**src/rtl/shift_pkg.sv**
```systemverilog
// Shared types, constants and the bit-reversal helper for the iterative shifter.
package shift_pkg;

    localparam int SHIFT_WIDTH = 32;
    localparam int SHIFT_STEPS = 5;

    typedef enum logic [1:0] {
        SHIFT_SLL  = 2'b00,
        SHIFT_SRL  = 2'b01,
        SHIFT_SRA  = 2'b10,
        SHIFT_RSVD = 2'b11
    } shift_op_t;

    typedef enum logic [1:0] {
        IDLE  = 2'b00,
        SHIFT = 2'b01,
        DONE  = 2'b10
    } state_t;

    function automatic logic [SHIFT_WIDTH-1:0] bitrev32(input logic [SHIFT_WIDTH-1:0] x);
        logic [SHIFT_WIDTH-1:0] r;
        for (int i = 0; i < SHIFT_WIDTH; i++) begin
            r[i] = x[SHIFT_WIDTH-1-i];
        end
        return r;
    endfunction

endpackage

```
**src/rtl/shift_step.sv**
```systemverilog
// One left-shift step by 2^k with a fill bit; passes data through when disabled.
module shift_step
    import shift_pkg::*;
(
    input  logic [SHIFT_WIDTH-1:0] i_data,
    input  logic [2:0]             i_k,
    input  logic                   i_en,
    input  logic                   i_fill,
    output logic [SHIFT_WIDTH-1:0] o_data
);

    logic [SHIFT_WIDTH-1:0] w_cand [SHIFT_STEPS];

    genvar gi;
    generate
        for (gi = 0; gi < SHIFT_STEPS; gi++) begin : g_dist
            localparam int DIST = 1 << gi;
            assign w_cand[gi] = {i_data[SHIFT_WIDTH-1-DIST:0], {DIST{i_fill}}};
        end
    endgenerate

    always_comb begin
        o_data = i_data;
        for (int i = 0; i < SHIFT_STEPS; i++) begin
            if (i_en && (i_k == 3'(i))) begin
                o_data = w_cand[i];
            end
        end
    end

endmodule

```
**src/rtl/iterative_shift_ctrl.sv**
```systemverilog
// Five-cycle SLL/SRL/SRA unit; right shifts run as left shifts on the bit-reversed operand.
module iterative_shift_ctrl
    import shift_pkg::*;
#(
    parameter int WIDTH = SHIFT_WIDTH,
    parameter int STEPS = SHIFT_STEPS
) (
    input  logic             Clock,
    input  logic             nReset,
    input  logic             Start,
    input  logic             Flush,
    input  logic [1:0]       Op,
    input  logic [WIDTH-1:0] In,
    input  logic [STEPS-1:0] Shamt,
    output logic             Ready,
    output logic             Done,
    output logic [WIDTH-1:0] Out
);

    state_t           r_state;
    state_t           w_state_next;
    logic [2:0]       r_k;
    logic [WIDTH-1:0] r_w;
    shift_op_t        r_op;
    logic [STEPS-1:0] r_shamt;
    logic             r_fill;
    logic [WIDTH-1:0] r_out;

    logic             w_ready;
    logic             w_accept;
    logic             w_last;
    logic             w_step_en;
    logic             w_rev_op;
    logic             w_in_rev;
    shift_op_t        w_in_op;
    logic [WIDTH-1:0] w_step_out;

    assign w_ready   = (r_state == IDLE) || (r_state == DONE);
    assign w_accept  = Start && w_ready && !Flush;
    assign w_last    = (r_k == 3'(STEPS-1));
    assign w_in_op   = shift_op_t'(Op);
    assign w_in_rev  = (w_in_op == SHIFT_SRL) || (w_in_op == SHIFT_SRA);
    assign w_rev_op  = (r_op == SHIFT_SRL) || (r_op == SHIFT_SRA);

    always_comb begin
        w_step_en = 1'b0;
        for (int i = 0; i < STEPS; i++) begin
            if (r_k == 3'(i)) begin
                w_step_en = r_shamt[i];
            end
        end
    end

    shift_step u_step (
        .i_data (r_w),
        .i_k    (r_k),
        .i_en   (w_step_en),
        .i_fill (r_fill),
        .o_data (w_step_out)
    );

    always_ff @(posedge Clock or negedge nReset) begin
        if (!nReset) begin
            r_state <= IDLE;
        end else begin
            r_state <= w_state_next;
        end
    end

    always_comb begin
        w_state_next = r_state;
        if (Flush) begin
            w_state_next = IDLE;
        end else begin
            case (r_state)
                IDLE:    if (w_accept) w_state_next = SHIFT;
                SHIFT:   if (w_last)   w_state_next = DONE;
                DONE:    w_state_next = w_accept ? SHIFT : IDLE;
                default: w_state_next = IDLE;
            endcase
        end
    end

    // Flush only clears sequencing; the last completed result stays on Out.
    always_ff @(posedge Clock or negedge nReset) begin
        if (!nReset) begin
            r_k     <= '0;
            r_w     <= '0;
            r_op    <= SHIFT_SLL;
            r_shamt <= '0;
            r_fill  <= 1'b0;
            r_out   <= '0;
        end else if (Flush) begin
            r_k <= '0;
        end else if (w_accept) begin
            r_k     <= '0;
            r_op    <= w_in_op;
            r_shamt <= Shamt;
            r_w     <= w_in_rev ? bitrev32(In) : In;
            r_fill  <= (w_in_op == SHIFT_SRA) ? In[WIDTH-1] : 1'b0;
        end else if (r_state == SHIFT) begin
            r_w <= w_step_out;
            if (w_last) begin
                r_k   <= '0;
                r_out <= w_rev_op ? bitrev32(w_step_out) : w_step_out;
            end else begin
                r_k <= r_k + 3'd1;
            end
        end
    end

    assign Ready = w_ready;
    assign Done  = (r_state == DONE);
    assign Out   = r_out;

endmodule

```
**config.mk**
```make
export PLATFORM = sky130hd
export DESIGN_NAME = iterative_shift_ctrl
export DESIGN_NICKNAME = d
export VERILOG_FILES = /design/src/rtl/shift_pkg.sv /design/src/rtl/shift_step.sv /design/src/rtl/iterative_shift_ctrl.sv
export SDC_FILE = /design/constraint.sdc
export NUM_CORES = 1
export LEC_CHECK = 0
export CAP_MARGIN = 20
export CORE_UTILIZATION = 55
export DETAILED_ROUTE_END_ITERATION = 10
export PLACE_DENSITY = 0.87
export SETUP_SLACK_MARGIN = 0.1
export SLEW_MARGIN = 20
export SYNTH_ARGS = -nofsm -noshare
export SYNTH_HDL_FRONTEND = slang
export SYNTH_SLANG_ARGS = --single-unit
export TNS_END_PERCENT = 1
```
**constraint.sdc**
```tcl
create_clock -name Clock -period 3.65 [get_ports Clock]
set_input_delay 0.9125 -clock Clock [delete_from_list [all_inputs] [get_ports Clock]]
set_output_delay 0.9125 -clock Clock [all_outputs]
set_load 0.05 [all_outputs]
```
==> results.sh <==
export IMPL_worst_pin_slew_ns=0.9836
export IMPL_postSynth_asyncResetShare=1.000
export IMPL_ctsRootBufferMaster="sky130_fd_sc_hd__clkbuf_8"
export IMPL_critPathBufInv=2
export IMPL_die_area_um2=9757
export IMPL_layout_commonest_cell="sky130_fd_sc_hd__dfrtp_1"
export IMPL_first_drt_iteration_drcs=592
export IMPL_cts_tree="done"
export IMPL_fmax_ghz=0.3106
export IMPL_cpMaxStageDelayCell="sky130_fd_sc_hd__ha_1"
export IMPL_critPathMaxStageDelay_ns=0.52
export IMPL_synthesized_area_fraction_occupied_by_and_or_nand_nor_cells=0.1346
export IMPL_critical_path_endpoint_type="flip-flop"
export IMPL_grt_first_pass_wirelength_um=28720
export IMPL_diodes=0
export IMPL_chipWidth_um=98.78
export IMPL_cp_top_family="simple AND/OR/NAND/NOR gates"
export IMPL_worst_r2r_path_depth=9
export IMPL_vias=5335
export IMPL_numClockSinks=77
export IMPL_initial_utilization=0.5794
export IMPL_library_cell_with_the_largest_summed_area_after_synthesis="sky130_fd_sc_hd__dfrtp_1"
export IMPL_synth_top_family_by_area="compound AO/OA/AOI/OAI gates"
export IMPL_report_power_total_mw=3.129
export IMPL_grt_remaining_overflow=0
export IMPL_layout_cells_most_common_list="sky130_fd_sc_hd__dfrtp_1, sky130_fd_sc_hd__clkdlybuf4s50_1, sky130_fd_sc_hd__nand2_1"
export IMPL_power_ir_vdd_worst_uv=372.9
export IMPL_post_synth_adder_cell_area=0.01457
export IMPL_synth_area_mux_share=0.09424
export IMPL_drv_slew=0
export IMPL_dp_cells=720
export IMPL_setup_viol_count_final=0
export IMPL_post_route_drc_count=0
export IMPL_synth_enable_flop_cells=0
export IMPL_crit_path_max_fanout=17
export IMPL_seqCellArea_um2=1927
export IMPL_yosys_area_share_xor_xnor=0.003401
export IMPL_postSynth_topFlopCell="sky130_fd_sc_hd__dfrtp_1"
export IMPL_grt_use_total=0.3886
export IMPL_worstHoldPathType="in2async"
export IMPL_area_growth_syn_to_layout_pct=21.35
export IMPL_final_antenna_net_count=0
export IMPL_final_min_period_over_clock_period=0.8821
export IMPL_critical_path_cell_chain="inv_1 -> ha_1 -> nor3_1 -> or3_1 -> or2_1 -> buf_4 -> a221oi_1 -> nor3_1 -> a221o_1"
export IMPL_setup_worst_path_class="reg2reg"
export IMPL_route_final_wire_length_um=18190
export IMPL_layout_filler_cells=711
export IMPL_skew_ns=0.01314
export IMPL_setup_tns_ns=0
export IMPL_synth_lib_cells_used_distinct=56
export IMPL_unrepaired_setup_endpoints_after_global_routing="no"
export IMPL_vias_cell=7.239
export IMPL_synth_area_top_cells="sky130_fd_sc_hd__dfrtp_1, sky130_fd_sc_hd__a221o_1, sky130_fd_sc_hd__mux2i_1"
export IMPL_antenna_found_initial=0
export IMPL_synth_warnings=0
export IMPL_row_count=34
export IMPL_place_hpwl_um=12940
export IMPL_post_synth_cell_area_avg_um2=9.166
export IMPL_synth_compound_area_frac=0.3299
export IMPL_num_cts_buffers=9
export IMPL_clkSlewWorstSetupHoldPaths_ns=0.10
export IMPL_synthCells=562
export IMPL_finalCriticalPeriod_ns=3.220
export IMPL_post_route_cells_drive_above_1_share=0.1097
export IMPL_status="finished, final reports clean"
export IMPL_syn_num_nets=611
export IMPL_multi_input_comb_area_um2=2974
export IMPL_timing_critical_path_from_type="flip-flop"
export IMPL_grt_pass1_vias=5190
export IMPL_critPathArrivalTime_ns=3.50
export IMPL_cts_repair_timing_setup_buffer_count=0
export IMPL_yosys_register_bits=77
export IMPL_non_filler_cell_area_final_um2=6251
export IMPL_critical_path_reg2reg_endpoint="Out[13]$_DFFE_PN0P_"
export IMPL_chipHeight_um=98.78
export IMPL_gpl_final_weighted_congestion=0.9905
export IMPL_max_cap_viol_count=0
export IMPL_netlist_area_leader_share=0.3741
export IMPL_maximum_number_of_pins_on_one_net_before_global_route_repair=78
export IMPL_num_nets_final=673
export IMPL_design_portCount=77
export IMPL_worst_ep_required_time_ns=3.93
export IMPL_leakage_nw=2.583
export IMPL_finalHoldViolations=0
export IMPL_dr_pass1_iters=6
export IMPL_clock_insertion_delay_worst_skew_ns=0.38
export IMPL_setup_reg_to_reg_worst_slack_ns=0.43
export IMPL_power_per_cell_area_nw_per_um2=500.5
export IMPL_timing_max_slew_rel_slack=0.3399
export IMPL_synth_seq_area_share=0.3741
export IMPL_io_buffers=76
export IMPL_cts_resized=0
export IMPL_rr_startpoint="r_k[1]$_DFFE_PN0P_"
export IMPL_ctsHoldBuffers=0
export IMPL_clock_tree_buffer_depth=2
export IMPL_finalNonFillerCells=737
export IMPL_place_area_um2=6016
export IMPL_htreeDepth=3
export IMPL_design_core_area_um2=8891
export IMPL_synth_cell_area_um2=5151
export IMPL_crit_path_frequent_cell="sky130_fd_sc_hd__nor3_1"
export IMPL_route_detailed_wl_per_inst_um=24.69
==> registers in the layout, indices dropped and copies added, names as in the netlist <==
register and count:
r_fill 1, r_state 2, r_k 3, r_op 2
r_w 32, r_shamt 5, Out 32
==> worst reg2reg max path: stages, from the launching register on <==
cell,delay [ns]
sky130_fd_sc_hd__dfrtp_1,0.42
sky130_fd_sc_hd__inv_1,0.10
sky130_fd_sc_hd__ha_1,0.52
sky130_fd_sc_hd__nor3_1,0.12
sky130_fd_sc_hd__or3_1,0.38
sky130_fd_sc_hd__or2_1,0.47
sky130_fd_sc_hd__buf_4,0.28
sky130_fd_sc_hd__a221oi_1,0.48
sky130_fd_sc_hd__nor3_1,0.10
sky130_fd_sc_hd__a221o_1,0.28
==> Yosys cell counts, types with 3 or more instances <==
master                      n
sky130_fd_sc_hd__mux2i_1   35
sky130_fd_sc_hd__and2_1     6
sky130_fd_sc_hd__o22a_1     3
sky130_fd_sc_hd__o21ai_1    6
sky130_fd_sc_hd__mux2_2    12
sky130_fd_sc_hd__a21oi_1   28
sky130_fd_sc_hd__and3_1     3
sky130_fd_sc_hd__o22ai_1    9
sky130_fd_sc_hd__o31ai_1    5
sky130_fd_sc_hd__buf_2     11
sky130_fd_sc_hd__nand3_1   15
sky130_fd_sc_hd__a32oi_1    5
sky130_fd_sc_hd__a22o_1     6
sky130_fd_sc_hd__a31oi_1    3
sky130_fd_sc_hd__nor2_1    37
sky130_fd_sc_hd__a221oi_2   8
sky130_fd_sc_hd__nand2_1   49
sky130_fd_sc_hd__a211oi_1   4
sky130_fd_sc_hd__inv_1      9
sky130_fd_sc_hd__nand2b_1   8
sky130_fd_sc_hd__o211ai_1  15
sky130_fd_sc_hd__nor3_1    12
sky130_fd_sc_hd__a221o_1   36
sky130_fd_sc_hd__o221ai_1  21
sky130_fd_sc_hd__clkbuf_1  33
sky130_fd_sc_hd__o21ai_0   44
sky130_fd_sc_hd__a22oi_1    5
sky130_fd_sc_hd__dfrtp_1   77
sky130_fd_sc_hd__ha_1       6
sky130_fd_sc_hd__buf_1      4
sky130_fd_sc_hd__nor2b_1    3
sky130_fd_sc_hd__a221oi_1  11
==> through the flow <==
step                      hold slack (ns)    util  worst slack, ns
after global placement             0.4842  0.6765           0.5868
final                              0.4739  0.7031           0.4304
after detailed placement           0.4821  0.6766           0.5083
after CTS                          0.5135  0.7000           0.4926
after floorplan                    0.4495       -           0.9112
after global routing               0.5050  0.7031           0.2254
==> cell type report <==
class,instances,share of cell area
well taps,108,0.02162
clock inverters,5,0.01061
repair buffers,102,0.1557
flip-flops and latches,77,0.3082
multi-input cells,425,0.4758
inverters,9,0.005404
clock buffers,11,0.02262
==> cell families (layout without fill, tap and decap cells) <==
family / count (synthesis) / after routing
AOI/OAI and AO/OA: 223 / 223
xor gates and xnor gates: 2 / 2
adders and majority gates: 6 / 6
buffers and inverters: 60 / 127
DFF: 77 / 77
muxes: 47 / 47
and+or+nand+nor: 147 / 147
==> power by group <==
part           leakage, nW  internal (mW)  total (mW)  switching (mW)
clock                0.102          0.345       0.722           0.377
combinational         1.47          0.463        1.07           0.611
sequential            1.01          0.988        1.33           0.345
==> worst max path at each step <==
| stage | end | from | depth (start not counted) | slack (ns) |
|---|---|---|---|---|
| final | Out[13]$_DFFE_PN0P_ | r_k[1]$_DFFE_PN0P_ | 9 | 0.43 |
| after global placement | Out[13]$_DFFE_PN0P_ | r_k[0]$_DFFE_PN0P_ | 9 | 0.59 |
| after global routing | Out[13]$_DFFE_PN0P_ | r_k[1]$_DFFE_PN0P_ | 9 | 0.23 |
| after CTS | Out[13]$_DFFE_PN0P_ | r_k[1]$_DFFE_PN0P_ | 9 | 0.49 |
| after floorplan | Out[7]$_DFFE_PN0P_ | r_k[2]$_DFFE_PN0P_ | 11 | 0.91 |
| after detailed placement | Out[13]$_DFFE_PN0P_ | r_k[1]$_DFFE_PN0P_ | 9 | 0.51 |
==> layer usage <==
metal  track usage  vias to the layer above  wire length [µm]
li1              -                     2324                 -
met1        0.5234                     2571              7150
met2        0.5896                      364              8159
met3       0.06596                       76              1842
met4        0.2319                        0              1042
met5             0                        -                 0
Power figures use the tool's default switching activity.
